### src/rtl/iprf_wr_arb.sv
// iprf_wr_arb
// Shares the single integer-PRF write port among NUM_REQ result producers.
// Each producer owns a DEPTH-entry FIFO; a round-robin scheduler drains at most
// one entry per cycle into a registered write packet that feeds the PRF write,
// ROB completion and result tracking. Flush discards everything still queued.
// A per-producer wait counter raises a sticky starvation flag at MAX_WAIT.
//
// Ports
//   clk, reset           clock, synchronous active-high reset
//   flush                discard all queued results, restart round-robin at 0
//   wr_block             write port reserved this cycle, no grant
//   req_valid/req_ready  per-producer push handshake
//   req_pdst/data/robid  per-producer payload, slice i = [i*W +: W]
//   wr_valid/pdst/data/robid/src  registered write packet (src one-hot)
//   busy                 any FIFO non-empty or packet valid
//   starve_err           sticky per-producer starvation flag
module iprf_wr_arb #(
   parameter int NUM_REQ  = 3,
   parameter int DEPTH    = 2,
   parameter int DATA_W   = 32,
   parameter int PDST_W   = 6,
   parameter int ROBID_W  = 5,
   parameter int MAX_WAIT = 16
) (
   input  logic                       clk,
   input  logic                       reset,
   input  logic                       flush,
   input  logic                       wr_block,
   input  logic [NUM_REQ-1:0]         req_valid,
   output logic [NUM_REQ-1:0]         req_ready,
   input  logic [NUM_REQ*PDST_W-1:0]  req_pdst,
   input  logic [NUM_REQ*DATA_W-1:0]  req_data,
   input  logic [NUM_REQ*ROBID_W-1:0] req_robid,
   output logic                       wr_valid,
   output logic [PDST_W-1:0]          wr_pdst,
   output logic [DATA_W-1:0]          wr_data,
   output logic [ROBID_W-1:0]         wr_robid,
   output logic [NUM_REQ-1:0]         wr_src,
   output logic                       busy,
   output logic [NUM_REQ-1:0]         starve_err
);

   localparam int CNT_W  = $clog2(DEPTH) + 1;
   localparam int SEL_W  = (DEPTH > 1) ? $clog2(DEPTH) : 1;
   localparam int IDX_W  = $clog2(NUM_REQ);
   localparam int WAIT_W = $clog2(MAX_WAIT + 1);
   localparam int ENT_W  = PDST_W + DATA_W + ROBID_W;

   logic [NUM_REQ-1:0]       nonempty;
   logic [NUM_REQ-1:0]       push;
   logic [NUM_REQ-1:0]       pop;
   logic [NUM_REQ-1:0]       wait_max;
   logic [NUM_REQ*ENT_W-1:0] head_flat;
   logic                     grant;
   logic [IDX_W-1:0]         rr_ptr;
   logic [IDX_W-1:0]         winner;
   logic [ENT_W-1:0]         win_ent;
   logic [2*NUM_REQ-1:0]     rot;
   int                       off_idx;
   int                       sum_idx;

   // Pointers wrap modulo DEPTH, which need not be a power of two.
   function automatic logic [CNT_W-1:0] ptr_inc(input logic [CNT_W-1:0] p);
      return (p == CNT_W'(DEPTH - 1)) ? '0 : p + 1'b1;
   endfunction

   // ---- per-producer FIFO and wait counter ----
   for (genvar g = 0; g < NUM_REQ; g++) begin : g_req
      logic [ENT_W-1:0]  mem [DEPTH];
      logic [CNT_W-1:0]  count;
      logic [CNT_W-1:0]  rd_ptr;
      logic [CNT_W-1:0]  wr_ptr;
      logic [WAIT_W-1:0] wait_cnt;

      // Ready looks only at the current count: a full FIFO popped this cycle
      // still refuses the push.
      assign req_ready[g] = !reset && !flush && (count < CNT_W'(DEPTH));
      assign push[g]      = req_valid[g] && req_ready[g];
      assign nonempty[g]  = (count != '0);
      assign wait_max[g]  = (wait_cnt == WAIT_W'(MAX_WAIT));
      assign head_flat[g*ENT_W +: ENT_W] = mem[rd_ptr[SEL_W-1:0]];

      always_ff @(posedge clk) begin
         if (push[g])
            mem[wr_ptr[SEL_W-1:0]] <= {req_pdst[g*PDST_W +: PDST_W],
                                       req_data[g*DATA_W +: DATA_W],
                                       req_robid[g*ROBID_W +: ROBID_W]};
      end

      always_ff @(posedge clk) begin
         if (reset || flush) begin
            count    <= '0;
            rd_ptr   <= '0;
            wr_ptr   <= '0;
            wait_cnt <= '0;
         end else begin
            if (push[g])
               wr_ptr <= ptr_inc(wr_ptr);
            if (pop[g])
               rd_ptr <= ptr_inc(rd_ptr);
            if (push[g] && !pop[g])
               count <= count + 1'b1;
            else if (pop[g] && !push[g])
               count <= count - 1'b1;
            if (!nonempty[g] || pop[g])
               wait_cnt <= '0;
            else if (!wait_max[g])
               wait_cnt <= wait_cnt + 1'b1;
         end
      end
   end

   // ---- round-robin pick ----
   // Rotate the non-empty mask so rr_ptr lands at bit 0, then take the
   // lowest set bit; the winner is that offset added back to rr_ptr.
   always_comb begin
      rot     = {nonempty, nonempty} >> rr_ptr;
      grant   = 1'b0;
      off_idx = 0;
      for (int k = NUM_REQ - 1; k >= 0; k--) begin
         if (rot[k]) begin
            grant   = 1'b1;
            off_idx = k;
         end
      end
      sum_idx = int'(rr_ptr) + off_idx;
      if (sum_idx >= NUM_REQ)
         sum_idx = sum_idx - NUM_REQ;
      winner = IDX_W'(sum_idx);
      if (flush || wr_block)
         grant = 1'b0;
   end

   always_comb begin
      pop     = '0;
      win_ent = '0;
      for (int k = 0; k < NUM_REQ; k++) begin
         if (grant && (winner == IDX_W'(k))) begin
            pop[k]  = 1'b1;
            win_ent = head_flat[k*ENT_W +: ENT_W];
         end
      end
   end

   // ---- registered write packet ----
   // Without a grant only wr_valid drops; the payload fields keep their
   // last value.
   always_ff @(posedge clk) begin
      if (reset) begin
         wr_valid <= 1'b0;
         wr_pdst  <= '0;
         wr_data  <= '0;
         wr_robid <= '0;
         wr_src   <= '0;
         rr_ptr   <= '0;
      end else if (flush) begin
         wr_valid <= 1'b0;
         rr_ptr   <= '0;
      end else if (grant) begin
         wr_valid                     <= 1'b1;
         {wr_pdst, wr_data, wr_robid} <= win_ent;
         wr_src                       <= pop;
         rr_ptr <= (winner == IDX_W'(NUM_REQ - 1)) ? '0 : winner + 1'b1;
      end else begin
         wr_valid <= 1'b0;
      end
   end

   // Starvation flags survive flush; only reset clears them.
   always_ff @(posedge clk) begin
      if (reset)
         starve_err <= '0;
      else
         starve_err <= starve_err | wait_max;
   end

   assign busy = (|nonempty) | wr_valid;

   // A producer must not present a result while its FIFO refuses it.
   a_no_push_when_full : assert property (@(posedge clk) disable iff (reset || flush)
      ((req_valid & ~req_ready) == '0));

endmodule

### config.mk
export PLATFORM = sky130hd
export DESIGN_NAME = iprf_wr_arb
export DESIGN_NICKNAME = d
export VERILOG_FILES = /design/src/rtl/iprf_wr_arb.sv
export SDC_FILE = /design/constraint.sdc
export NUM_CORES = 1
export LEC_CHECK = 0
export ABC_AREA = 0
export BUFFER_PORTS_ARGS = -buffer_cell sky130_fd_sc_hd__buf_2
export CORE_UTILIZATION = 35
export DETAILED_ROUTE_END_ITERATION = 10
export GPL_TIMING_DRIVEN = 0
export PLACE_DENSITY = 0.66
export SLEW_MARGIN = 20
export SYNTH_ARGS = -nofsm -noshare
export SYNTH_HDL_FRONTEND = slang
export SYNTH_SLANG_ARGS = --single-unit
### constraint.sdc
create_clock -name clk -period 3.7 [get_ports clk]
set_input_delay 0.555 -clock clk [delete_from_list [all_inputs] [get_ports clk]]
set_output_delay 0.555 -clock clk [all_outputs]
set_load 0.02 [all_outputs]
==> implementation parameters <==
Parameter                              Value

GRT
  Overflow after GRT ... 0
  Number of global-route vias before repair ... 8,904
  Maximum number of pins on one net before global-route repair ... 44
  Initial antenna violation count ... 6
  First-pass GRT wire length ... 51,800 µm
  GR Util All Layers ... 17.9%

Routing
  Max Used Layer ... met5
  Count of vias placed by the detailed router ... 8,487
  First-iteration detailed-routing DRC count ... 441
  Post-DR vias/cell ... 5.00
  Wire length on met2 ... 16,800 µm
  Met3 layer wire length in the routed design ... 1920 µm
  Post-detailed-route DRC marker count ... 0
  Detailed Route WL ... 34,600 µm
  First-pass detailed-route iteration total ... 5
  Met1 routed wirelength after detailed routing ... 15,100 µm
  Wire length per cell after detailed routing ... 20.4 µm
  Remaining number of nets flagged by the antenna check after routing ... 0

Layout
  Synthesis-to-finish area growth ... 24.0%
  Net count of the finished layout ... 1,302
  Fraction of final layout cells sized beyond drive strength 1 ... 34.0%
  Number of non-filler instances in the completed layout ... 1,696

Synth
  Syn Nets ... 1,061
  Mapped cell area ... 0.0134 mm²
  Total number of yosys warnings ... 0
  Dominant cells by area after synthesis ... edfxtp_1, dfxtp_1, mux2_2
  Per-instance average area after synthesis ... 14.7 µm²
  Library cell with the highest instance count after synthesis ... edfxtp_1
  Unique cell type count in the Yosys netlist ... 45
  Fraction of post-synthesis cell area in the top cell type by area ... 57.8%
  Number of storage elements in the synthesis netlist ... 340
  Cell type with the largest total area after synthesis ... edfxtp_1
  Post-Synthesis Cells ... 913
  Fraction of registers with async set/reset ... 0%
  Leading cell types by count after synthesis ... edfxtp_1, nand3_1, mux2_2, dfxtp_1, nand2_1
  Most frequently used flop master after synthesis ... edfxtp_1
  Fraction of the yosys area taken by sequential cells ... 70.0%
  EDFF count, synth ... 258

Clock network
  Maximum buffer depth of the clock tree ... 3
  Clock slew at reported path FFs ... 0.06 ns
  Clock network latency to the later pin of the worst-skew pair ... 0.55 ns
  CTS Root Cell ... clkbuf_16
  Number of H-tree branching levels ... 2
  Total CTS buffers ... 39
  Sinks on the clock net ... 340
  CTS tree ... done

Min path
  Hold path start ... req_robid[6]
  Hold WC Path Type ... primary input to flip-flop
  Number of cells on the worst hold path ... 1

Timing
  Crit share post-route ... 97.0%
  Achievable frequency ... 279 MHz
  Final Critical Period ... 3.59 ns
  Finish-stage setup viols ... 0
  Final worst clock skew ... 0.0175 ns
  Post-route setup TNS ... 0 ns
  Tightest slew margin relative to the limit ... 37.7%
  Final count of hold timing violations ... 0
  Count of pins over their slew limit ... 0
  Actual slew at the worst max-slew pin ... 0.922 ns

Power
  Leakage Power ... 5.63 nW
  Power share of the combinational group ... 5.7%
  Sw frac ... 21.8%
  Clock network fraction of total power ... 44.6%
  Internal power summed over all cells ... 0.00663 W
  Net switching power ... 0.00184 W
  Power per cell area ... 509 mW/mm²
  Worst-case vdd ir drop ... 0.340 mV
  Sequential group share of total power ... 49.8%

Setup path
  FF-to-FF setup slack ... 0.11 ns
  Worst-case reg-to-reg path depth ... 14
  Worst setup SP type ... flip-flop
  Required time worst endpoint ... 4.16 ns
  Crit path arrival time ... 4.05 ns
  Worst reg2reg path endpoint ... g_req[0].count[1]
  Critical path startpoint ... g_req[1].count[1]
  CP endpoint kind ... flip-flop
  Slowest CP cell ... fa_1
  CP cell instances ... or2_4 -> nor4_2 -> a21oi_1 -> o31ai_2 -> fa_1 -> ha_4 -> or2_4 -> mux2i_2 -> buf_4 -> nand3_4 -> ha_4 -> xor2_1 -> or3_1 -> a21oi_1
  Path type of the worst setup path ... flip-flop to flip-flop
  Largest driver fanout on the critical path ... 7
  CP endpoint ... g_req[0].count[1]
  Delay of the slowest critical-path stage ... 0.52 ns
  Reg2Reg Launch Point ... g_req[1].count[1]

Job
  Max-cap check violation count ... 0

Die
  Std-Cell Rows ... 71
  Width of the die ... 198 µm
  Vertical die dimension ... 198 µm
  Die area ... 0.0391 mm²
  Boundary Pins ... 190
  Standard cell core area ... 0.0377 mm²
  Starting utilization of the core area ... 35.6%

Place
  Routability Congestion ... 0.785
  Hpwl dp ... 23,600 µm
  Port Buf Inserts ... 188
  Placed cell count ... 1,618

Run status
  Result of the run ... completed
-- layout by cell type (no fill, tap or decap), types with 3 or more instances in the layout --
cell	synthesis	routed
clkbuf_2	0	3
nor2b_4	0	3
xnor2_1	9	9
buf_4	1	11
dfxtp_2	0	4
dfxtp_1	82	78
nand3_1	93	91
clkbuf_1	41	43
mux2i_1	50	49
or2_4	0	3
clkbuf_8	0	3
buf_2	19	205
clkinv_2	0	4
o21ai_0	5	5
nor3_1	7	6
and3_4	0	3
nor4bb_1	3	3
buf_12	0	5
inv_1	6	6
and2_1	3	3
ha_1	11	7
xor2_1	12	12
clkinv_1	0	8
nand2_1	53	52
a21oi_1	12	12
or3_1	6	5
a31oi_1	44	44
nor2b_1	6	3
o2111ai_1	43	43
ha_4	0	4
edfxtp_1	258	258
clkbuf_16	0	42
mux2_2	86	86
nor2_1	34	33
-- metal layers --
layer	global-route usage, %	up-vias
met5	0	-
met4	6.43	4
met3	4.39	50
met2	29.6	233
met1	22.6	4184
li1	-	4016
-- kinds of logic (layout without fill, tap and decap cells) --
| group | count (synthesis) | count (layout) | synth area share, % |
|---|---|---|---|
| fa+ha+maj | 12 | 12 | 1.18 |
| xor+xnor | 21 | 21 | 1.37 |
| compound gates | 116 | 116 | 6.50 |
| other cells | 0 | 2 | 0 |
| mux | 136 | 136 | 10.9 |
| buf+inv | 70 | 340 | 2.28 |
| simple gates | 218 | 218 | 7.74 |
| flops | 340 | 340 | 70.0 |
-- area by class of cell --
class	count	area [µm²]
plain buffers	62	284
clock buffers	52	1120
well taps	511	639
clock inverters	18	141
fillers	3468	21000
multi-input cells	503	3900
inverters	6	22.5
flip-flops and latches	340	9390
repair buffers	202	1130
diodes	2	5.00
-- critical path: cells and delay by family, from the launching register on --
| family | cells | cell delay, ns |
|---|---|---|
| buf+inv | 1 | 0.19 |
| flops | 1 | 0.35 |
| compound gates | 3 | 0.49 |
| simple gates | 5 | 1.19 |
| fa+ha+maj | 3 | 0.92 |
| mux | 1 | 0.21 |
| xor+xnor | 1 | 0.15 |
-- power groups by stage --
stage	combinational, W	clock [W]	sequential, W
after floorplan	0.000210	0	0.00431
after global placement	0.000435	0	0.00430
after detailed placement	0.000460	0	0.00430
after CTS	0.000477	0.00387	0.00422
after global routing	0.000519	0.00402	0.00422
final	0.000480	0.00378	0.00422
-- through the flow --
step                      hold slack, ns  setup WS (ns)  instance area, µm²  power (W)  util, %
after floorplan                    0.450        0.00295               13400    0.00452        -
after global placement             0.452          -1.98               15000    0.00473     39.8
after detailed placement           0.454          -1.06               15200    0.00476     40.3
after CTS                          0.162       -0.00817               16600    0.00856     44.0
after global routing               0.174       -0.00949               16600    0.00876     44.1
final                              0.195          0.113               16600    0.00847     44.2
-- timing repair --
item / CTS / global route
hold buffers: 0 / 0
setup buffers: 4 / 4
endpoints found under the setup margin: 67 / 39
gates resized for setup: 24 / 12
pin swaps: 4 / 2
-- worst min-delay path by stage --
stage	end	slack [ns]
2_1_floorplan	flip-flop	0.45
3_3_place_gp	starve_err[0]	0.45
3_5_place_dp	wr_src[1]	0.45
4_1_cts	g_req[2].mem[0][5]	0.16
5_1_grt	g_req[2].mem[1][2]	0.17
6_report	g_req[1].mem[0][1]	0.20
-- flip-flops by register name (all words and copies together), names as in the netlist, named ones only --
signal	count
g_req.wait_cnt	15
g_req.wr_ptr	3
starve_err	3
g_req.mem	258
wr_src	3
g_req.rd_ptr	3
wr_data	32
g_req.count	6
wr_robid	5
wr_valid	1
rr_ptr	2
wr_pdst	6
No activity file was read; power rests on OpenSTA's default activity.
